===== src/rtl/awgn_stream_ctrl.sv =====
// Box-Muller noise control: seed load, generator reset and warm-up, sigma scaling into an output FIFO (AWGN_SAT_CNT_EN adds sat_cnt).
// Latency: pair captured at edge t+1 into the scale register, written to the FIFO and visible on out_data after edge t+2.
// Backpressure: valid/ready show-ahead output; a write to a full FIFO with no pop drops the pair and bumps overflow_cnt.
module awgn_stream_ctrl #(
    parameter int DW     = 16,
    parameter int SW     = 16,
    parameter int DEPTH  = 16,
    parameter int WARMUP = 32
) (
    input  logic              clk,
    input  logic              reset,
    input  logic              cfg_start,
    input  logic              seed_we,
    input  logic [31:0]       seed_in,
    output logic [191:0]      seed_out,
    output logic              gen_rst,
    input  logic              run_en,
    input  logic [DW-1:0]     noise_in1,
    input  logic [DW-1:0]     noise_in2,
    input  logic [SW-1:0]     sigma,
    output logic [2*DW-1:0]   out_data,
    output logic              out_valid,
    input  logic              out_ready,
    output logic              busy,
    output logic [15:0]       overflow_cnt
`ifdef AWGN_SAT_CNT_EN
    ,
    output logic [15:0]       sat_cnt
`endif
);

    localparam int AW  = $clog2(DEPTH);
    localparam int CW  = AW + 1;
    localparam int WCW = $clog2(WARMUP + 2);
    localparam int PW  = DW + SW + 1;
    localparam int RW  = DW + 5;
    localparam logic [PW-1:0] RND = PW'(1) << (SW - 5);

    typedef enum logic [2:0] {S_IDLE, S_LOAD, S_GRST, S_WARM, S_RUN} state_t;

    state_t          state_q, state_d;
    logic [2:0]      idx;
    logic [WCW-1:0]  wcnt;
    logic [31:0]     seed_w [6];

    // Returns {clipped, value}: Q4 scale with round-half-up, clamped to DW bits.
    function automatic logic [DW:0] scale(input logic [DW-1:0] n, input logic [SW-1:0] s);
        logic signed [PW-1:0] p;
        logic signed [PW-1:0] q;
        logic [RW-1:0]        r;
        p = PW'($signed(n)) * PW'($signed({1'b0, s}));
        q = p + RND;
        r = RW'(q >>> (SW - 4));
        if (r[RW-1:DW-1] == {(RW-DW+1){r[RW-1]}})
            return {1'b0, r[DW-1:0]};
        else
            return {1'b1, r[RW-1], {(DW-1){~r[RW-1]}}};
    endfunction

    always_ff @(posedge clk) begin
        if (!reset) state_q <= S_IDLE;
        else        state_q <= state_d;
    end

    always_comb begin
        state_d = state_q;
        case (state_q)
            S_IDLE: if (cfg_start) state_d = S_LOAD;
            S_LOAD: if (!cfg_start && seed_we && idx == 3'd5) state_d = S_GRST;
            S_GRST: if (wcnt == WCW'(1)) state_d = S_WARM;
            S_WARM: if (wcnt == WCW'(WARMUP - 1)) state_d = S_RUN;
            S_RUN:  if (cfg_start) state_d = S_LOAD;
            default: state_d = S_IDLE;
        endcase
    end

    always_comb begin
        gen_rst = (state_q == S_WARM) || (state_q == S_RUN);
        busy    = (state_q == S_LOAD) || (state_q == S_GRST) || (state_q == S_WARM);
    end

    always_ff @(posedge clk) begin
        if (!reset) begin
            idx  <= '0;
            wcnt <= '0;
            for (int i = 0; i < 6; i++) seed_w[i] <= '0;
        end else begin
            if (state_q == S_LOAD && !cfg_start && seed_we) begin
                seed_w[idx] <= seed_in;
                idx         <= (idx == 3'd5) ? 3'd0 : idx + 3'd1;
            end else if (cfg_start && (state_q == S_IDLE || state_q == S_LOAD || state_q == S_RUN)) begin
                idx <= '0;
            end
            if ((state_q == S_GRST || state_q == S_WARM) && state_d == state_q)
                wcnt <= wcnt + WCW'(1);
            else
                wcnt <= '0;
        end
    end

    assign seed_out = {seed_w[5], seed_w[4], seed_w[3], seed_w[2], seed_w[1], seed_w[0]};

    logic [DW:0]      sc1, sc2;
    logic             cap;
    logic             pipe_vld;
    logic [2*DW-1:0]  pipe_dat;

    assign sc1 = scale(noise_in1, sigma);
    assign sc2 = scale(noise_in2, sigma);
    assign cap = (state_q == S_RUN) && run_en;

    always_ff @(posedge clk) begin
        if (!reset) begin
            pipe_vld <= 1'b0;
            pipe_dat <= '0;
        end else begin
            pipe_vld <= cap;
            if (cap) pipe_dat <= {sc2[DW-1:0], sc1[DW-1:0]};
        end
    end

    logic [2*DW-1:0] mem [DEPTH];
    logic [AW-1:0]   rd_ptr, wr_ptr;
    logic [CW-1:0]   f_cnt;
    logic            wr, flush, pop, push, drop, full;

    // Scale-stage data is only committed while still in RUN; reseed flushes instead.
    assign flush     = (state_q == S_RUN) && cfg_start;
    assign wr        = pipe_vld && (state_q == S_RUN) && !cfg_start;
    assign out_valid = (f_cnt != '0);
    assign full      = (f_cnt == CW'(DEPTH));
    assign pop       = out_valid && out_ready;
    assign push      = wr && (!full || pop);
    assign drop      = wr && full && !pop;

    always_ff @(posedge clk) begin
        if (!reset) begin
            rd_ptr       <= '0;
            wr_ptr       <= '0;
            f_cnt        <= '0;
            overflow_cnt <= '0;
            for (int i = 0; i < DEPTH; i++) mem[i] <= '0;
        end else if (flush) begin
            wr_ptr <= rd_ptr;
            f_cnt  <= '0;
        end else begin
            if (push) begin
                mem[wr_ptr] <= pipe_dat;
                wr_ptr      <= wr_ptr + AW'(1);
            end
            if (pop) rd_ptr <= rd_ptr + AW'(1);
            case ({push, pop})
                2'b10:   f_cnt <= f_cnt + CW'(1);
                2'b01:   f_cnt <= f_cnt - CW'(1);
                default: ;
            endcase
            if (drop && overflow_cnt != 16'hFFFF) overflow_cnt <= overflow_cnt + 16'd1;
        end
    end

    // When empty, the slot behind rd_ptr is the last entry popped, so out_data holds.
    always_comb begin
        out_data = out_valid ? mem[rd_ptr] : mem[rd_ptr - AW'(1)];
    end

`ifdef AWGN_SAT_CNT_EN
    logic [1:0]  clip_n;
    logic [16:0] sat_sum;
    assign clip_n  = {1'b0, sc1[DW]} + {1'b0, sc2[DW]};
    assign sat_sum = {1'b0, sat_cnt} + {15'd0, clip_n};

    always_ff @(posedge clk) begin
        if (!reset)   sat_cnt <= '0;
        else if (cap) sat_cnt <= sat_sum[16] ? 16'hFFFF : sat_sum[15:0];
    end
`endif

endmodule


===== config.mk =====
export PLATFORM = sky130hd
export DESIGN_NAME = awgn_stream_ctrl
export DESIGN_NICKNAME = d
export VERILOG_FILES = /design/src/rtl/awgn_stream_ctrl.sv
export SDC_FILE = /design/constraint.sdc
export NUM_CORES = 2
export LEC_CHECK = 0
export CORE_AREA = 10 10 425 344
export CTS_CLUSTER_SIZE = 24
export DETAILED_ROUTE_END_ITERATION = 10
export DIE_AREA = 0 0 435 354
export MAX_ROUTING_LAYER = met4
export PLACE_DENSITY = 0.66
export SYNTH_ARGS = -nofsm -noshare
export SYNTH_HDL_FRONTEND = slang
export SYNTH_SLANG_ARGS = --single-unit

===== constraint.sdc =====
create_clock -name clk -period 7.2 [get_ports clk]
set_clock_uncertainty 0.1 [all_clocks]
set_input_delay 1.44 -clock clk [delete_from_list [all_inputs] [get_ports clk]]
set_output_delay 1.44 -clock clk [all_outputs]
set_load 0.02 [all_outputs]

==> summary.md <==
The count of buffers added on input and output ports is 328. Each instance of the synthesized netlist takes up on average 12.15 µm². Summed over all layers, the routed wires come to 169.3 mm. After the first detailed-routing iteration, the DRC count stood at 3773. The number of H-tree branching levels was 3. The global-route layer with the greatest usage is met2.

Summed over all cells, the static leakage comes to 27.26 nW. The cell occurring most often along the worst timing path was sky130_fd_sc_hd__fa_1. The final critical path takes up 102.6% of the cycle. Measured along the x axis, the die boundary spans 435 µm. The count of state elements after synthesis came out at 782. The most common cell in the synthesized netlist is sky130_fd_sc_hd__and2_1. The path category of the worst min-delay check was reg -> reg.

Headroom to the max-slew limit came out at 10.48%. The wire-length estimate of the detail-placed layout is 113.2 mm. The clock insertion delay at the later pin of the skew report was 690 ps. The checks that failed: negative setup slack. In this run the remaining antenna-violating nets after routing total 0. The worst hold path begins at wcnt[0]$_SDFF_PN0_. The tools report the data arrival time at the worst-slack endpoint as 7840 ps. Counting distinct cell types in the post-synthesis netlist gives 74. Of all cell types, the one taking the most synthesized area is sky130_fd_sc_hd__edfxtp_1. Least setup slack across all paths after layout: -186.4 ps. Power comes to 28.16 mW. The tools report the cell count after placement as 6773. In this run the critical register-to-register path is launched from state_q[1]$_SDFF_PN0_. The measured slew at the worst slew-check pin is 1340 ps, and the highest attainable clock frequency is 0.1354 GHz. In the final layout, the share of cells above drive strength 1 is 23.20%. The floorplan step defined a core boundary enclosing 0.1375 mm². The total clock buffers created by CTS came out at 81. The tools report the clock root buffer master as sky130_fd_sc_hd__clkbuf_16. When the netlist entered floorplanning its net count stood at 5224. Summing the sequential cell areas from Yosys gives 41.49% of the chip area. On the worst path, the slowest cell contributes a delay of 560 ps.

The global placement routability congestion came out at 0.8956. The number of max-cap violations is 0, and the largest fanout of any net on the critical path is 8. The die covers 0.1540 mm².

The critical path goes through buf_4 > buf_16 > and2_1 > fa_1 > inv_1 > fa_1 > inv_1 > fa_1 > fa_2 > fa_1 > inv_1 > fa_1 > inv_1 > ha_4 > nand4_1 > or3_4 > a2111oi_4 > mux2_4 > nand3_2 > a311o_1 > nor4_2 > a41oi_2 > buf_12 > o221a_2. Clock-pin slew was measured on the worst setup and hold paths at 70 ps. The clock passes through at most 3 buffers.

For this design, the sink count on the clock tree is 782. After synthesis the cells add up to 0.05472 mm². The critical path starts at sigma[14].

By area the synthesized netlist is led by sky130_fd_sc_hd__edfxtp_1 39%, sky130_fd_sc_hd__fa_1 14%, sky130_fd_sc_hd__mux4_2 13%. The layout overhead on the synthesized area is 23.18%. Setup repair after global routing could not meet its margin everywhere. The number of synthesized flops with an enable pin is 704.

The predominant post-synthesis flop cell is sky130_fd_sc_hd__edfxtp_1. The area share of the leading cell type in the synthesized netlist was 38.63%; the total of warnings raised by yosys was 0. The critical path in this run is classified as in -> reg.

Dividing the detail-routed wire length by the instance count gives 24.13 µm. Across all register-to-register paths, the minimum setup slack is 3220 ps. The total iterations of the first detailed-routing run was 5.

Global routing used 3.758% of the available met3 tracks. For this configuration, the core starts out at a cell density of 39.79%. The nature of the critical path startpoint was an input port. The top-level I/O count was 329; the total overflow reported by the global router was 0. VDD sags by at most 0.9037 mV. The total power per unit cell area was 417.7 mW/mm²; the die boundary height was 354 µm. For the finished layout, the period the worst path requires is 7386 ps. The cell at the slowest stage of the critical path is sky130_fd_sc_hd__fa_1.

The worst setup path is captured at a register. In the global route stage, met1 resource usage came out at 30.09%. The number of core rows came out at 122. The flow ran to the end, but the final reports show violations.

STA puts the critical path data required time at 7650 ps. After synthesis, the most frequently instantiated cells are 814 x sky130_fd_sc_hd__and2_1, 704 x sky130_fd_sc_hd__edfxtp_1, 542 x sky130_fd_sc_hd__inv_1. The number of max-slew violations in the final report was 0; the number of antenna violations at the first check in global routing was 7. In the routed design, unresolved DRC markers number 0. The number of hold buffers added after CTS was 0. The run gives 68 as the largest net degree at the start of global routing.

The per-cell via count in the routed design is 5.388. Summing over every cut layer, the via total after detailed routing is 37820. The first global-routing pass estimated 255.3 mm of wire. The proportion of synthesized flip-flops having asynchronous set or reset is 0%, and the met2 global-route usage is 34.55%. In the synthesized netlist, the number of instances is 4503. The via count of the first global-routing pass was 39400; the overall track demand over capacity in global routing was 22.26%.

TritonCTS built the clock tree. The finished layout holds 7019 standard cells, fillers aside. The logs give 0 for the final hold violation count and 27 for the number of setup violations in the final report. The net count of the finished layout was 5811.
==> layer usage <==
| metal | wire (µm) | part of all wire [%] | vias to the layer above |
|---|---|---|---|
| li1 | - | - | 16460 |
| met1 | 70590 | 42 | 19260 |
| met2 | 78870 | 47 | 1788 |
| met3 | 14510 | 8.6 | 310 |
| met4 | 5363 | 3.2 | 0 |
| met5 | 0 | 0 | - |
==> cell usage in the layout, fill, tap and decap left out, types with 82 or more instances in the layout <==
| master | count |
|---|---|
| sky130_fd_sc_hd__ha_1 | 224 |
| sky130_fd_sc_hd__fa_1 | 363 |
| sky130_fd_sc_hd__inv_1 | 513 |
| sky130_fd_sc_hd__nor2_1 | 201 |
| sky130_fd_sc_hd__clkbuf_16 | 82 |
| sky130_fd_sc_hd__nand2_1 | 433 |
| sky130_fd_sc_hd__and2_1 | 790 |
| sky130_fd_sc_hd__buf_4 | 369 |
| sky130_fd_sc_hd__mux4_2 | 320 |
| sky130_fd_sc_hd__edfxtp_1 | 704 |
| sky130_fd_sc_hd__clkdlybuf4s50_1 | 281 |
==> final cells by class <==
type / instances / area (µm²)
fill: 11890 / 70130
multi-input combinational: 2892 / 30120
sequential: 782 / 22720
timing repair buffer: 790 / 7538
tap: 1860 / 2327
clock buffer: 89 / 2057
inverter: 543 / 2041
clock inverter: 59 / 594.3
antenna: 4 / 10.01
==> per-stage QoR <==
step | utilization [%] | worst slack, ps | hold slack, ps | setup TNS (ps) | area, µm²
floorplan | - | -364.6 | 333.7 | -5813 | 55200
global route | 49.01 | -352.4 | 411.7 | -7479 | 67410
global placement | 45.89 | -1020 | 350.1 | -30540 | 63110
CTS | 48.77 | -61.80 | 375.8 | -462.1 | 67080
finish | 49.01 | -186.4 | 370.7 | -2784 | 67410
detailed placement | 45.89 | -1099 | 359.0 | -32950 | 63110
==> repair_timing <==
item,in CTS,in global routing
endpoints found under the setup margin,31,31
gates resized for setup,263,147
gates cloned,16,0
pin swaps,109,93
setup buffers,71,13
endpoints found under the hold margin,0,0
==> worst paths after layout <==
| path | to | cells after the start |
|---|---|---|
| setup / recovery | pipe_dat[3]$_SDFFE_PN0P_ | 24 |
| hold / removal | wcnt[0]$_SDFF_PN0_ | 1 |
| setup reg to reg | mem[15][15]$_SDFFCE_PN0P_ | 7 |
| hold reg to reg | wcnt[0]$_SDFF_PN0_ | 1 |
==> registers in the layout (all words and copies together), names as in the netlist, named ones only <==
register and count:
mem 512, wr_ptr 4, f_cnt 5, wcnt 6, pipe_vld 1, pipe_dat 32, rd_ptr 4, idx 3
overflow_cnt 16, seed_w 192, state_q 3
==> where the power goes <==
group          leakage (nW)  switching [mW]  internal (mW)
logic                  18.1            9.49           9.26
registers              7.90          0.0639           5.07
clock network          1.28            1.92           2.35
==> worst max-delay path, delay by kind of cell <==
| kind | cells | cell delay [ps] |
|---|---|---|
| compound gates | 4 | 1120 |
| simple gates | 5 | 1060 |
| mux | 1 | 230 |
| fa+ha+maj | 7 | 3270 |
| buf+inv | 7 | 730 |
==> cell families after synthesis <==
family / share of synthesized area [%]
flip-flops: 41.49
adder cells (fa/ha/maj): 19.86
multiplexers: 13.25
buffers and inverters: 5.728
AND/OR/NAND/NOR: 15.47
XOR/XNOR: 1.136
AO/OA/AOI/OAI: 3.078
Note: power is estimated with default switching activity, not from simulation.
